$ cat src/rtl/sccb_master.sv
// rtl/sccb_master.sv - SCCB master: one 16-bit-address register write or read per command
module sccb_master #(
    parameter int CLK_DIV   = 125,
    parameter int ACK_CHECK = 1
) (
    input  logic        clk,
    input  logic        rstn,
    input  logic        start,
    input  logic        rw,
    input  logic [6:0]  dev_id,
    input  logic [15:0] reg_addr,
    input  logic [7:0]  wr_data,
    output logic        busy,
    output logic        done,
    output logic [7:0]  rd_data,
    output logic        ack_err,
    output logic        sccb_clk,
    output logic        sccb_clk_en,
    output logic        sccb_data_out,
    output logic        sccb_data_en,
    input  logic        sccb_data_in
);
    typedef enum logic [2:0] {IDLE, START, TX_BYTE, TX_ACK, STOP, RX_BYTE, RX_NACK, DONE} state_t;

    state_t      state;
    logic [15:0] div_cnt;
    logic [1:0]  qtr;
    logic [2:0]  bit_cnt;
    logic [1:0]  byte_cnt;
    logic        rd_phase;
    logic        rw_q;
    logic [6:0]  dev_q;
    logic [15:0] addr_q;
    logic [7:0]  wdata_q;
    logic [7:0]  shreg;
    logic [7:0]  cur_byte;
    logic [7:0]  nxt_byte;
    logic        qtr_tick;

    assign qtr_tick = (div_cnt == 16'(CLK_DIV - 1));

    // {scl, sda, sda_release} for quarter q of a phase in state st; b is the outgoing data bit
    function automatic logic [2:0] drive(input state_t st, input logic [1:0] q, input logic b);
        logic mid;
        mid = (q == 2'd1) || (q == 2'd2);
        case (st)
            START:           drive = {q != 2'd3, q < 2'd2, 1'b0};
            TX_BYTE:         drive = {mid, b, 1'b0};
            TX_ACK, RX_BYTE: drive = {mid, 1'b1, 1'b1};
            RX_NACK:         drive = {mid, 1'b1, 1'b0};
            STOP:            drive = {q != 2'd0, q[1], 1'b0};
            default:         drive = 3'b111;
        endcase
    endfunction

    always_comb begin
        cur_byte = wdata_q;
        if (rd_phase) begin
            cur_byte = {dev_q, 1'b1};
        end else begin
            case (byte_cnt)
                2'd0:    cur_byte = {dev_q, 1'b0};
                2'd1:    cur_byte = addr_q[15:8];
                2'd2:    cur_byte = addr_q[7:0];
                default: cur_byte = wdata_q;
            endcase
        end
    end

    always_comb begin
        nxt_byte = wdata_q;
        case (byte_cnt)
            2'd0:    nxt_byte = addr_q[15:8];
            2'd1:    nxt_byte = addr_q[7:0];
            default: nxt_byte = wdata_q;
        endcase
    end

    always_ff @(posedge clk) begin
        if (!rstn) begin
            state    <= IDLE;
            div_cnt  <= '0;
            qtr      <= '0;
            bit_cnt  <= '0;
            byte_cnt <= '0;
            rd_phase <= 1'b0;
            rw_q     <= 1'b0;
            dev_q    <= '0;
            addr_q   <= '0;
            wdata_q  <= '0;
            shreg    <= '0;
            busy     <= 1'b0;
            done     <= 1'b0;
            rd_data  <= '0;
            ack_err  <= 1'b0;
            sccb_clk_en <= 1'b0;
            {sccb_clk, sccb_data_out, sccb_data_en} <= 3'b111;
        end else begin
            done <= 1'b0;
            case (state)
                IDLE, DONE: begin
                    state <= IDLE;
                    if (start) begin
                        rw_q     <= rw;
                        dev_q    <= dev_id;
                        addr_q   <= reg_addr;
                        wdata_q  <= wr_data;
                        state    <= START;
                        busy     <= 1'b1;
                        ack_err  <= 1'b0;
                        div_cnt  <= '0;
                        qtr      <= '0;
                        bit_cnt  <= '0;
                        byte_cnt <= '0;
                        rd_phase <= 1'b0;
                        sccb_clk_en <= 1'b1;
                        {sccb_clk, sccb_data_out, sccb_data_en} <= drive(START, 2'd0, 1'b1);
                    end
                end
                default: begin
                    div_cnt <= div_cnt + 16'd1;
                    if (qtr_tick) begin
                        div_cnt <= '0;
                        if (qtr != 2'd3) begin
                            qtr <= qtr + 2'd1;
                            {sccb_clk, sccb_data_out, sccb_data_en} <= drive(state, qtr + 2'd1, shreg[7]);
                            // SCL has been high for a full quarter at the end of Q2
                            if (qtr == 2'd2) begin
                                if (state == TX_ACK && ACK_CHECK != 0 && sccb_data_in)
                                    ack_err <= 1'b1;
                                if (state == RX_BYTE)
                                    shreg <= {shreg[6:0], sccb_data_in};
                            end
                        end else begin
                            qtr <= 2'd0;
                            case (state)
                                START: begin
                                    state   <= TX_BYTE;
                                    bit_cnt <= '0;
                                    shreg   <= cur_byte;
                                    {sccb_clk, sccb_data_out, sccb_data_en} <= drive(TX_BYTE, 2'd0, cur_byte[7]);
                                end
                                TX_BYTE: begin
                                    if (bit_cnt == 3'd7) begin
                                        state <= TX_ACK;
                                        {sccb_clk, sccb_data_out, sccb_data_en} <= drive(TX_ACK, 2'd0, 1'b1);
                                    end else begin
                                        bit_cnt <= bit_cnt + 3'd1;
                                        shreg   <= {shreg[6:0], 1'b0};
                                        {sccb_clk, sccb_data_out, sccb_data_en} <= drive(TX_BYTE, 2'd0, shreg[6]);
                                    end
                                end
                                TX_ACK: begin
                                    if (rd_phase) begin
                                        state   <= RX_BYTE;
                                        bit_cnt <= '0;
                                        {sccb_clk, sccb_data_out, sccb_data_en} <= drive(RX_BYTE, 2'd0, 1'b1);
                                    end else if (byte_cnt == (rw_q ? 2'd2 : 2'd3)) begin
                                        state <= STOP;
                                        {sccb_clk, sccb_data_out, sccb_data_en} <= drive(STOP, 2'd0, 1'b0);
                                    end else begin
                                        state    <= TX_BYTE;
                                        byte_cnt <= byte_cnt + 2'd1;
                                        bit_cnt  <= '0;
                                        shreg    <= nxt_byte;
                                        {sccb_clk, sccb_data_out, sccb_data_en} <= drive(TX_BYTE, 2'd0, nxt_byte[7]);
                                    end
                                end
                                RX_BYTE: begin
                                    if (bit_cnt == 3'd7) begin
                                        state <= RX_NACK;
                                        {sccb_clk, sccb_data_out, sccb_data_en} <= drive(RX_NACK, 2'd0, 1'b1);
                                    end else begin
                                        bit_cnt <= bit_cnt + 3'd1;
                                        {sccb_clk, sccb_data_out, sccb_data_en} <= drive(RX_BYTE, 2'd0, 1'b1);
                                    end
                                end
                                RX_NACK: begin
                                    state <= STOP;
                                    {sccb_clk, sccb_data_out, sccb_data_en} <= drive(STOP, 2'd0, 1'b0);
                                end
                                STOP: begin
                                    // a read restarts once for the data half of the transfer
                                    if (rw_q && !rd_phase) begin
                                        rd_phase <= 1'b1;
                                        state    <= START;
                                        {sccb_clk, sccb_data_out, sccb_data_en} <= drive(START, 2'd0, 1'b1);
                                    end else begin
                                        state       <= DONE;
                                        busy        <= 1'b0;
                                        done        <= 1'b1;
                                        sccb_clk_en <= 1'b0;
                                        {sccb_clk, sccb_data_out, sccb_data_en} <= 3'b111;
                                        if (rw_q)
                                            rd_data <= shreg;
                                    end
                                end
                                default: state <= IDLE;
                            endcase
                        end
                    end
                end
            endcase
        end
    end
endmodule
$ cat config.mk
export PLATFORM = sky130hd
export DESIGN_NAME = sccb_master
export DESIGN_NICKNAME = d
export VERILOG_FILES = /design/src/rtl/sccb_master.sv
export SDC_FILE = /design/constraint.sdc
export NUM_CORES = 1
export LEC_CHECK = 0
export BUFFER_PORTS_ARGS = -buffer_cell sky130_fd_sc_hd__buf_2
export CORE_MARGIN = 2
export CORE_UTILIZATION = 63
export DETAILED_ROUTE_END_ITERATION = 10
export PLACE_DENSITY = 0.85
export SETUP_SLACK_MARGIN = 0.2
export SLEW_MARGIN = 20
export SYNTH_ARGS = -nofsm -noshare
export SYNTH_HDL_FRONTEND = slang
export SYNTH_SLANG_ARGS = --single-unit
export TNS_END_PERCENT = 100
$ cat constraint.sdc
create_clock -name clk -period 5.4 [get_ports clk]
set_input_delay 1.08 -clock clk [delete_from_list [all_inputs] [get_ports clk]]
set_output_delay 1.08 -clock clk [all_outputs]
set_load 0.03 [all_outputs]
Word-level counts from Yosys, hierarchy flattened. Index checks and enable logic that the tools add are counted.

Add/subtract/negate cells: 4. Magnitude comparators: 1. Equality and inequality tests: 31. Muxes and demuxes: 79. Bitwise gates (word level): 6. Reductions and logical operators: 39.

Operators with widths (count): 8-bit 2-to-1 mux (7); 16-bit 2-to-1 mux (3); 8-bit one-hot mux with 3 select lines (2); 3-bit 2-to-1 mux (15); 1-bit 2-to-1 mux (35); 2-bit 2-to-1 mux (10); 3-bit one-hot mux with 6 select lines (1); 6-bit AND reduction (3); 16-bit by 1-bit adder with 16-bit output, second input constant (1); 16-bit by 7-bit equality test with 1-bit output, second input constant (1); 8-bit one-hot mux with 2 select lines (1); 2-bit nonzero test (8); 3-bit equality test, second input constant (5); 3-bit one-hot mux with 5 select lines (1); 5-bit AND reduction (3); 7-bit nonzero test (2); 2-bit by 1-bit != test with 1-bit output, second input constant (6); 3-bit != test, second input constant (4); 4-bit nonzero test (3); 1-bit one-hot mux with 5 select lines (2); 2-bit OR reduction (5); 3-bit one-hot mux with 3 select lines (1); 3-bit AND reduction (3); 8-bit AND reduction (1); other kinds (23) (37).

Bits in registers: 81. Input bits: 36. Logic and storage cells: 178.

Logic depth before layout (Yosys ltp). Gate-level depths: netlist of run 1.

Depth after elaboration: 8. Gate-level depth with buffers: 10.

Worst setup path before layout of run 1. OpenSTA, ideal clock, no wires.

Path kind: input -> register. Start: input start. End: register state[0]. Setup time: 115 ps. Arrival time: 1890 ps. Slack: 3395 ps. Stages on the path: 6. Buffers on the path: 0. Path through: nor2_1 > a211oi_1 > a31oi_1 > o22ai_1 > a22o_1 > o21a_1.

Cells in the longest elaborated chain, start to end: 2.

Ends and longest elaborated chain: from (decl) (RTL line 8) `input logic start,`; 1-bit 2-to-1 mux (RTL line 103) `if (start) begin`; 3-bit 2-to-1 mux (RTL line 100) `case (state)`; to (signal assigned) (RTL line 102) `state <= IDLE;`; to (signal assigned) (RTL line 108) `state <= START;`; to (signal assigned) (RTL line 138) `state <= TX_BYTE;`; to (decl) (RTL line 25) `state_t state;`.

Every way passes these cells. A chain may end at the register's enable or synchronous reset.

Final worst setup path of run 1.
Start: register state[0]. End: register div_cnt[12].

Cells in the longest elaborated chain, start to end: 3. Elaborated cells on any way between the ends: 5. Classes of those cells: 2 x eq/ne; 1 x mux; 2 x reduce/logical.

Ends and longest elaborated chain: from (signal assigned) (RTL line 81) `state <= IDLE;`; from (signal assigned) (RTL line 102); from (signal assigned) (RTL line 108); 3-bit equality test or 3-bit zero test (tied branches) (RTL line 100); 2-bit OR reduction * (RTL line 100); 2-bit != test (no source line) or 16-bit 2-to-1 mux (tied branches); to (signal assigned) (RTL line 121) `div_cnt <= div_cnt + 16'd1;`; to (decl) (RTL line 26) `logic [15:0] div_cnt;`.

Mark *: on every way between the ends. The rest lies on a longest branch, timed or not.

==> results of run 1 <==
[power breakdown]
group	total, mW	internal, mW	switching (mW)
clock	0.425	0.185	0.240
sequential	0.636	0.615	0.0205
combinational	0.111	0.0409	0.0702
total	1.17	0.841	0.331
[cell type report]
| class | instances | area, um^2 |
|---|---|---|
| repair buffers | 52 | 265 |
| clock buffers | 10 | 138 |
| fillers | 557 | 1850 |
| clock inverters | 6 | 51.3 |
| multi-input cells | 413 | 2360 |
| well taps | 77 | 96.3 |
| inverters | 12 | 45.0 |
| flip-flops and latches | 81 | 1620 |
[cell usage after synthesis (4+ instances only)]
master / count / area [um^2]
a21oi_1: 66 / 330
a221o_1: 4 / 40.0
a221oi_1: 12 / 105
a22oi_1: 12 / 90.1
a311oi_1: 4 / 35.0
a31oi_1: 6 / 37.5
and2_1: 5 / 31.3
and3_1: 4 / 25.0
buf_2: 6 / 30.0
buf_6: 4 / 45.0
clkbuf_1: 22 / 82.6
dfxtp_1: 81 / 1620
ha_1: 10 / 125
inv_1: 9 / 33.8
mux2i_1: 12 / 120
nand2_1: 107 / 402
nand2b_1: 8 / 50.1
nand3_1: 9 / 45.0
nand4_1: 4 / 25.0
nor2_1: 46 / 173
nor3_1: 15 / 75.1
o211a_1: 6 / 60.1
o211ai_1: 9 / 67.6
o21ai_0: 21 / 105
o22ai_1: 4 / 25.0
[registers in the layout, indices dropped and copies added (netlist names)]
| register | count |
|---|---|
| ack_err | 1 |
| addr_q | 16 |
| done | 1 |
| qtr | 2 |
| state | 3 |
| rd_data | 8 |
| div_cnt | 16 |
| sccb_clk | 1 |
| bit_cnt | 3 |
| sccb_data_en | 1 |
| sccb_data_out | 1 |
| shreg | 8 |
| wdata_q | 8 |
| sccb_clk_en | 1 |
| rd_phase | 1 |
| dev_q | 7 |
| byte_cnt | 2 |
| rw_q | 1 |
[tightest hold or removal path, cell delays in order, from the launching register on]
cell and delay, ns:
dfxtp_1 0.32, nand2_1 0.05, a21oi_1 0.05
[path summary, 6_finish.rpt]
check / to / startpoint / depth (start not counted) / slack [ns]
worst max-delay path: div_cnt[12]$_SDFFE_PN0P_ / state[0]$_SDFFE_PN0P_ / 5 / 2.79
worst min-delay path: dev_q[3]$_SDFFE_PN0P_ / dev_q[3]$_SDFFE_PN0P_ / 2 / 0.47
worst max register to register: div_cnt[12]$_SDFFE_PN0P_ / state[0]$_SDFFE_PN0P_ / 5 / 2.79
worst min register to register: dev_q[3]$_SDFFE_PN0P_ / dev_q[3]$_SDFFE_PN0P_ / 2 / 0.47
[layer usage]
metal | global-route usage [%] | wire [um]
met4 | 11.5 | 168
met2 | 43.8 | 4740
met5 | 0 | 0
met3 | 4.04 | 704
met1 | 42.3 | 4760
[per-stage QoR]
stage,worst slack [ns],util (%),hold WS (ns)
after floorplan,3.40,-,0.436
after global placement,2.94,68.3,0.447
after detailed placement,2.87,68.3,0.452
after CTS,2.84,71.2,0.463
after global routing,2.54,71.2,0.487
final,2.79,71.2,0.466
[cell families after synthesis]
| group | synth area share, % |
|---|---|
| buf+inv | 5.47 |
| fa+ha+maj | 2.97 |
| mux | 2.85 |
| xor+xnor | 0.416 |
| simple gates | 22.9 |
| compound gates | 26.8 |
| flops | 38.5 |
==> summary by stage, run 1 <==
Outcome
The flow ran to the end, but the final reports show violations. The checks that failed: design-rule violations.

Worst setup path
At the worst endpoint, the arrival time is 2.86 ns. The cell at the slowest stage of the critical path is dfxtp_1. The setup path with the least slack is of type reg2reg. The worst path required time is 5.65 ns.

STA classifies the critical path endpoint as a flop. STA classifies the critical path startpoint as a flop. Together, buffers and inverters on the worst path number 0. The dominant delay contributor by cell family on the critical path is simple AND/OR/NAND/NOR gates. Traced cell by cell, the critical path runs through or2_1 > o21ai_2 > nor2_1 > a41oi_1 > a311oi_1. In this run the worst path has a maximum fanout of 26. The largest single stage delay on the critical path is 0.84 ns.

Finish
The total number of nets in the final design is 615. The final instance area is 0.00457 mm^2. The area added between synthesis and finish is 8.68%. The most common cell after layout, fill and taps aside is nand2_1. The finished layout holds 651 standard cells, fillers aside. The proportion of layout cells with a drive suffix above 1 is 13.8%.

The number of diodes is 0. The top cell types in the final layout, fill and taps aside, are 107 x nand2_1, 81 x dfxtp_1, 66 x a21oi_1, 50 x buf_2, 46 x nor2_1.

Floorplan
The vertical extent of the die is 85.7 um. The standard cell core area is 0.00642 mm^2. The floorplan has 29 rows.

The overall die width is 85.7 um. The initial core utilization is 65.5%. The floorplan step defined a die boundary enclosing 0.00735 mm^2. For this design the top-level I/O count stands at 51.

Synth
Dividing the synthesized area by the synthesized cell count gives 7.75 um^2. The net count of the mapped netlist is 589. The count of mapped cells out of synthesis is 543. In this run the cell area of the synthesized design comes to 0.00421 mm^2. In this run, synthesis inferred 0 flip-flops with an integrated enable. The main flop type after synthesis is dfxtp_1. The netlist uses 60 different library cells. For this run, the register share of the synthesized area comes to 38.5%. Yosys printed 0 warnings. The synthesized flop and latch total is 81. For this run, asynchronously set or reset flops after synthesis account for 0%.

Detailed routing
The number of search-and-repair iterations in the first detailed-routing pass is 7. Summed over all layers, the routed wires come to 10.4 mm. Across all layers, the routed design uses 4091 vias. The number of nets with antenna violations after routing is 0. The first-iteration detailed-routing DRC count is 375. After detailed routing, the number of remaining DRC violations is 4. In the final routed layout, each cell accounts on average for 15.9 um.

In the routed layout, each cell is associated on average with a via count of 6.28.

Place
The congestion estimate from routability-driven global placement came to 0.872. In this run the cell area measured after placement is 0.00439 mm^2. During placement, the flow inserted port buffers numbering 50. The post-DP HPWL is 7.22 mm. The count of placed standard cells including taps is 635.

Timing
Setup repair after global routing left no endpoint under its margin. The number of pins exceeding their max-slew limit in the final report is 0. In this run the tightest slew margin relative to its limit is 30.8%. The final clock skew is 0.00973 ns. The post-route minimum period is 2.61 ns. The total negative slack is 0 ns. Setup violations remaining at the end of the flow were counted as 0.

The worst path uses 48.4% of the clock period. The transition time at the pin with the least slew margin is 1.04 ns. Derived from the worst setup path, the maximum achievable clock frequency is 382 MHz. The final count of hold timing violations is 0.

CTS
The CTS tree is yes. The CTS clock-pin slew for the worst setup and hold paths is 0.09 ns. The post-cts gate resize count is 0. The count of hold-fix buffers inserted at cts is 0. The TritonCTS buffer count is 9.

In this run the number of H-tree levels came out at 3. Counting every sink on the clock net gives 81. The clock root buffer is clkbuf_8. In this run the post-CTS setup repair buffer count came out at 0. The clock passes through at most 2 buffers. The clock network latency to the later pin of the worst-skew pair is 0.36 ns.

Pwr
Overall power consumption after layout is estimated at 1.17 mW. Power spread over the standard cell area amounts to 256 mW/mm^2. The worst-case IR drop observed on VDD is 0.194 mV. For this design the static power due to leakage is 1.82 nW.

Worst hold path
In this run the worst hold path is classified as reg2reg.

GRT
The global-route congestion overflow total is 0. Global routing consumed, over all layers together, 29.1% of the routing resources. The maximum number of pins on one net before global-route repair is 63. The initial antenna violation count came to 0. The via count of the first global-routing pass came to 3610. The first-pass GRT wire length is 17.2 mm.

Flow run
The count of max-cap constraint violations is 0.
Note: power is estimated with default switching activity, not from simulation.
==> inputs of run 2 (changes only) <==
--- a/config.mk
+++ b/config.mk
@@ -7,9 +7,9 @@
 export LEC_CHECK = 0
 export BUFFER_PORTS_ARGS = -buffer_cell sky130_fd_sc_hd__buf_2
 export CORE_MARGIN = 2
-export CORE_UTILIZATION = 63
+export CORE_UTILIZATION = 53
 export DETAILED_ROUTE_END_ITERATION = 10
-export PLACE_DENSITY = 0.85
+export PLACE_DENSITY = 0.77
 export SETUP_SLACK_MARGIN = 0.2
 export SLEW_MARGIN = 20
 export SYNTH_ARGS = -nofsm -noshare
==> constraint.sdc (replaced) <==
create_clock -name clk -period 2.31 [get_ports clk]
set_input_delay 0.462 -clock clk [delete_from_list [all_inputs] [get_ports clk]]
set_output_delay 0.462 -clock clk [all_outputs]
set_load 0.03 [all_outputs]
==> run 2 against run 1 <==
Effect of this change:
- the run now ends clean
- clock power grew to 3.0 times the previous value
- clock skew up 0.0011 ns
- sequential share of layout area shrank 2.2 points
- critical path depth is 1 higher
- critical path type unchanged
==> summary by stage, run 2 (synthesized netlist as in run 1, its figures left out) <==
Outcome
The run finished with clean final reports.

Flow run
The count of max-cap constraint violations is 0 (unchanged).

Detailed routing
The post-detailed-route wirelength per cell is 16.2 um (+1.5%). The per-cell via count in the routed design is 6.00 (-4.5%). The number of nets with antenna violations after routing came to 0 (unchanged). The first-iteration detailed-routing DRC count is 376 (+0.27%).

The total vias in the final route came to 4170 (+1.9%). The detailed-route DRC error count is 0 (-4). The number of search-and-repair iterations in the first detailed-routing pass is 5 (-2). The total wire length came to 11.2 mm (+8.3%).

Finish
The final core utilization was 63.3% (-7.9 points). In the layout the commonest cells are 107 x nand2_1, 76 x dfxtp_1, 66 x a21oi_1, 50 x buf_2, 45 x nor2_1. The number of diodes is 0 (unchanged).

The proportion of layout cells with a drive suffix above 1 is 19.4% (+5.6 points). Compared with the post-synthesis result, the final layout area differs by 16.3%. The filler cell count in the final layout is 700 (+26%). The total number of nets in the final design is 634 (+3.1%).

In the final layout, the registers with the most flip-flops are addr_q (16), div_cnt (16). The final instance area is 0.00489 mm^2 (+7.0%). The most common cell after layout, fill and taps aside is nand2_1.

Timing
The number of pins exceeding their max-slew limit in the final report is 0 (unchanged). The final count of negative-setup-slack endpoints is 0 (unchanged). Setup repair after global routing left no endpoint under its margin. The total negative slack came to 0 ns (unchanged). The top achievable clock speed is 480 MHz (+26%). The final clock skew was 0.0108 ns (+0.00108 ns). The post-route minimum period is 2.08 ns (-0.533 ns). The final count of hold timing violations was 0 (unchanged). The final worst-path cycle share came to 90.1% (+42 points). The worst setup margin came to 0.228 ns (-2.56 ns). The headroom to the max-slew limit came to 69.2% (+38 points). The transition time at the pin with the least slew margin came to 0.459 ns (-0.578 ns).

Place
The worst-case setup slack after placement is 0.0632 ns (-2.80 ns). The post-DP HPWL is 7.85 mm (+8.8%). The global placer's final weighted congestion is 0.944 (+8.2%). The count of buffers inserted at the top-level ports is 50 (unchanged). The cell area after placement is 0.00456 mm^2 (+4.1%).

GRT
The initial antenna violation count is 0 (unchanged). The first-pass GRT wire length is 17.9 mm (+4.5%). The via count of the first global-routing pass is 3742 (+3.7%). The global-route congestion overflow total is 0 (unchanged). The maximum number of pins on one net before global-route repair is 34 (-46%). The total global-route track usage is 25.8% (-3.3 points).

Pwr
The internal power of the cells is 2.31 mW (+170%). The switching power summed over all nets is 0.766 mW (+130%). The net switching fraction of the power is 24.9% (-3.3 points). The part of the power in combinational logic is 9.8% (+0.3 points).

The sequential group share of total power is 48.2% (-6.1 points). The worst vdd rail ir drop is 0.439 mV (+130%). The relative contribution of the clock network to total power is 42.0% (+5.7 points). The cell area power density was 628 mW/mm^2 (+150%). The post-route total power is 3.07 mW (+160%). The leakage power figure is 1.97 nW (+8.4%).

CTS
TritonCTS built the clock tree. The CTS clock-pin slew for the worst setup and hold paths is 0.09 ns (about the same). The tree is rooted in a clkbuf_8. The clock network latency to the later pin of the worst-skew pair is 0.36 ns (about the same).

The number of clock sinks seen by CTS is 81 (unchanged). The count of H-tree levels built during CTS came to 3 (unchanged). The TritonCTS buffer count is 9 (unchanged). The clock tree buffer depth is 2 (unchanged). The count of hold-fix buffers inserted at cts is 0 (unchanged).

Worst hold path
The cell depth of the worst hold path was 3 (+1). In this run the worst hold path is classified as in2reg.

Worst setup path
The sort of element at the end of the critical path is a flop. The data arrival at the endpoint of the critical path is 2.32 ns (-0.54 ns). The worst setup path is of the reg2reg kind.

The buffer and inverter count on the worst path came to 0 (unchanged). The slowest stage of the critical path belongs to the cell dfxtp_1. The depth of the worst register-to-register path is 6 (+1). The biggest fanout along the worst timing path is 8 (-69%). The kind of cell with the highest combined delay along the critical path is simple AND/OR/NAND/NOR gates. The count of cell instances traversed by the critical path is 6 (+1).

The worst setup path is launched from a flop. The worst path required time is 2.55 ns (-3.10 ns). The critical path goes through nor4b_2 > and4b_2 > nand4_1 > or2_4 > mux2i_1 > nor2_1. The maximum single-stage delay on the critical path is 0.44 ns (-0.40 ns).

Floorplan
The overall die width came to 93.1 um (+8.6%). The vertical extent of the die is 93.1 um (+8.6%). The count of standard-cell rows came to 32 (+10%). The total die area was 0.00867 mm^2 (+18%).

The initial core utilization is 54.5% (-11 points). The standard cell core area was 0.00773 mm^2 (+20%). The top-level port count was 51 (unchanged).
## run 2: changes by cell type in the layout (fill, tap and decap cells not counted), sizes merged
cell | previous run | this run
buf | 52 | 70
clkinvlp | 3 | 2
inv | 14 | 13
clkinv | 1 | 0
bufinv | 0 | 3
and4b | 1 | 2
## run 2: routing by layer
metal	part of all wire, %	wire length [um]	track usage [%]
met1	47	5240	36.9
met2	45	5070	39.5
met3	6.7	756	4.11
met4	1.4	161	9.07
met5	0	0	0
## run 2: worst paths after layout
path	slack, ns	startpoint	end
max	0.23	div_cnt[6]$_SDFFE_PN0P_	rd_data[2]$_SDFFE_PN0P_
min	0.34	dev_id[0]	dev_q[0]$_SDFFE_PN0P_
max reg2reg	0.23	div_cnt[6]$_SDFFE_PN0P_	rd_data[2]$_SDFFE_PN0P_
min reg2reg	0.47	dev_q[3]$_SDFFE_PN0P_	dev_q[3]$_SDFFE_PN0P_
## run 2: power groups by stage
stage,logic (mW),registers (mW),clock network (mW)
after floorplan,0.191,1.50,0
after global placement,0.282,1.51,0
after detailed placement,0.289,1.51,0
after CTS,0.291,1.48,1.30
after global routing,0.335,1.49,1.36
final,0.301,1.48,1.29
## run 2: worst register-to-register path, cell delays in order, from the launching register on
cell and delay (ns):
dfxtp_1 0.44, nor4b_2 0.41, and4b_2 0.40, nand4_1 0.14
or2_4 0.34, mux2i_1 0.17, nor2_1 0.05
## run 2: final cells by class
type	count	area (um^2)	share of cell area (%)
multi-input combinational	414	2430	49.6
inverter	12	45.0	0.920
clock buffer	10	138	2.81
sequential	81	1630	33.3
clock inverter	6	114	2.33
timing repair buffer	70	417	8.51
tap	102	128	2.61
## run 2: per-stage QoR
step                std cells  hold WS, ns
floorplan                 543        0.436
global placement          678        0.447
detailed placement        678        0.459
CTS                       694        0.332
global route              695        0.335
finish                    695        0.337
## run 2: timing repair
item | in CTS | in global routing
setup endpoints to repair | 13 | 31
pin swaps | 0 | 4
buffers inserted | 0 | 0
cloned | 0 | 1
gates resized for setup | 4 | 18
==> inputs of run 3 (changes only) <==
--- a/config.mk
+++ b/config.mk
@@ -5,7 +5,7 @@
 export SDC_FILE = /design/constraint.sdc
 export NUM_CORES = 1
 export LEC_CHECK = 0
-export BUFFER_PORTS_ARGS = -buffer_cell sky130_fd_sc_hd__buf_2
+export BUFFER_PORTS_ARGS = -buffer_cell sky130_fd_sc_hd__buf_4
 export CORE_MARGIN = 2
 export CORE_UTILIZATION = 53
 export DETAILED_ROUTE_END_ITERATION = 10
==> run 3 against run 2 <==
Effect of this change:
- first-iteration DRC count decreased by 39%
- non-clock buffer count increased by 1
- power decreased by 9.2%
- critical path type unchanged
- critical endpoint is now sccb_data_out$_SDFFE_PN1P_
- highest routed layer unchanged
==> summary by stage, run 3 (synthesized netlist as in run 1, its figures left out) <==
Place
The count of buffers inserted at the top-level ports came to 50 (unchanged). The count of placed standard cells including taps is 675 (-0.44%). The post-DP HPWL is 7.73 mm (-1.6%). The global placer's final weighted congestion is 0.921 (-2.4%).

Worst setup path
The minimum setup slack among reg-to-reg paths is 0.28 ns (+0.05 ns). The most used cell along the critical path is o211ai_1. The worst setup path is launched from a flop. The setup path with the least slack is of type reg2reg. The signal on the critical path passes through inv_1 > ha_1 > a221o_1 > o211ai_1 > a22oi_1 > a2111oi_1 > o211ai_1. The worst setup path is captured at a flop. The data arrival at the endpoint of the critical path is 2.25 ns (-0.07 ns). Broken down by cell family, the worst path's largest delay share belongs to compound AO/OA/AOI/OAI gates.

The cell at the slowest stage of the critical path is dfxtp_2. The worst path required time is 2.53 ns (-0.02 ns). The biggest fanout along the worst timing path was 8 (unchanged). The buffer and inverter count on the worst path was 1 (+1). The maximum single-stage delay on the critical path is 0.39 ns (-0.05 ns).

CTS
The TritonCTS buffer count is 9 (unchanged). The clock network latency to the later pin of the worst-skew pair is 0.36 ns (about the same). The clock root buffer is clkbuf_8. The CTS clock-pin slew for the worst setup and hold paths is 0.08 ns (about the same). The count of H-tree levels built during CTS is 3 (unchanged). TritonCTS built the clock tree. The number of clock sinks seen by CTS is 81 (unchanged). The clock tree buffer depth was 2 (unchanged).

GRT
The global-route congestion overflow total came to 0 (unchanged). The maximum number of pins on one net before global-route repair was 37 (+8.8%). The total global-route track usage is 26.3% (+0.51 points). The initial antenna violation count was 0 (unchanged). The first-pass GRT wire length came to 18.4 mm (+2.5%). The via count of the first global-routing pass was 3741 (-0.027%).

Finish
The total number of nets in the final design is 635 (+0.16%). The library cell used most frequently in the layout, excluding fill and tap cells, is nand2_1. The area used by multi-input combinational logic is 0.00243 mm^2 (+0.26%). The library cells used most frequently in the layout, excluding fill and tap cells, are 106 x nand2_1, 75 x dfxtp_1, 70 x buf_4, 64 x a21oi_1, 45 x nor2_1. The filler cell count in the final layout is 693 (-1.0%).

The storage element area was 0.00163 mm^2 (about the same). Relative to the synthesized area, the layout overhead comes to 17.6%. The number of diodes was 0 (unchanged). The number of standard cells in the layout, taps in and fillers out is 695 (unchanged). The proportion of layout cells with a drive suffix above 1 came to 19.7% (+0.34 points). The largest registers in the layout are addr_q (16), div_cnt (16).

Detailed routing
The met1 wire length is 5.11 mm (-2.6%). The routed length on met2 came to 5.00 mm (-1.5%). The highest metal layer carrying signal wires in the routed design is met4. The first-iteration detailed-routing DRC count came to 229 (-39%). The wire length on met3 is 869 um (+15%).

The per-cell via count in the routed design is 6.05 (+0.77%). The number of search-and-repair iterations in the first detailed-routing pass was 5 (unchanged). The total vias in the final route is 4202 (+0.77%). The detailed-route DRC error count is 0 (unchanged). The post-detailed-route wirelength per cell is 16.2 um (about the same). The total wire length was 11.2 mm (about the same). The number of nets with antenna violations after routing is 0 (unchanged).

Outcome
The flow ran to the end, and the final reports show no timing, DRC or antenna violations.

Floorplan
The count of standard-cell rows is 32 (unchanged). The total die area came to 0.00867 mm^2 (unchanged). The vertical extent of the die was 93.1 um (unchanged).

The initial core utilization is 54.5% (unchanged). The overall die width came to 93.1 um (unchanged). The top-level port count came to 51 (unchanged). The standard cell core area is 0.00773 mm^2 (unchanged).

Timing
The final count of negative-setup-slack endpoints is 0 (unchanged). The total negative slack is 0 ns (unchanged). The final hold slack was 0.347 ns (+0.0105 ns).

The transition time at the pin with the least slew margin is 0.518 ns (+0.0598 ns). The final clock skew is 0.0132 ns (+0.00235 ns). The number of pins exceeding their max-slew limit in the final report is 0 (unchanged).

The top achievable clock speed is 492 MHz (+2.4%). The headroom to the max-slew limit is 65.2% (-4.0 points). The post-route minimum period is 2.03 ns (-0.0496 ns).

The final worst-path cycle share is 88.0% (-2.1 points). Setup repair after global routing could not meet its margin everywhere. The final count of hold timing violations was 0 (unchanged).

Pwr
The post-route total power is 2.79 mW (-9.2%). The net switching fraction of the power is 26.3% (+1.3 points). The leakage power figure is 1.96 nW (-0.23%). The switching power summed over all nets was 0.733 mW (-4.4%). The internal power of the cells came to 2.06 mW (-11%). The sequential group share of total power is 52.9% (+4.7 points). The relative contribution of the clock network to total power is 35.8% (-6.2 points). The cell area power density was 564 mW/mm^2 (-10%). The worst vdd rail ir drop is 0.328 mV (-25%). The part of the power in combinational logic is 11.3% (+1.5 points).

Worst hold path
In this run the worst hold path is classified as in2reg.

Flow run
The count of max-cap constraint violations was 0 (unchanged).
## run 3: cell count changes in the layout (fill, tap and decap cells not counted), sizes merged
| cell | previous run | this run |
|---|---|---|
| clkinv | 0 | 3 |
| inv | 13 | 12 |
| bufinv | 3 | 1 |
## run 3: per-layer routing
metal,global-route usage (%),up-vias
met3,6.20,31
met5,0,-
met2,38.9,203
met4,9.68,0
met1,37.3,1926
li1,-,2042
## run 3: through the flow
step	instance area [um^2]	setup WS (ns)	utilization, %
after floorplan	4210	0.404	-
after global placement	4650	0.165	60.2
after detailed placement	4650	0.127	60.2
after CTS	4840	0.209	62.7
after global routing	4950	0.156	64.1
final	4950	0.278	64.1
## run 3: final timing paths
check | endpoint | depth (start not counted) | start
worst max-delay path | sccb_data_out$_SDFFE_PN1P_ | 7 | byte_cnt[0]$_SDFFE_PN0P_
worst min-delay path | dev_q[3]$_SDFFE_PN0P_ | 3 | dev_id[3]
worst max register to register | sccb_data_out$_SDFFE_PN1P_ | 7 | byte_cnt[0]$_SDFFE_PN0P_
worst min register to register | dev_q[1]$_SDFFE_PN0P_ | 2 | dev_q[1]$_SDFFE_PN0P_
## run 3: area by class of cell
class                           instances  area share, %
Tap cell                              102           2.58
Timing Repair Buffer                   71           10.8
Sequential cell                        81           32.9
Clock buffer                            9           2.50
Inverter                               12          0.910
Multi-Input combinational cell        414           49.1
Clock inverter                          6           1.21
## run 3: repair_timing
item,4_1_cts,5_1_grt
pin swaps,0,3
resized for setup,3,20
endpoints found under the setup margin,14,35
hold buffers,0,0
cloned,0,1
setup buffers,0,4
## run 3: power by group through the flow
stage	Combinational, mW	Clock, mW	Sequential [mW]
2_1_floorplan	0.191	0	1.50
3_3_place_gp	0.296	0	1.51
3_5_place_dp	0.303	0	1.51
4_1_cts	0.305	1.01	1.47
5_1_grt	0.347	1.08	1.48
6_report	0.314	0.999	1.48
## run 3: worst min-delay path, stage by stage
cell,delay [ns]
buf_4,0.11
nand2_1,0.04
a21oi_1,0.05
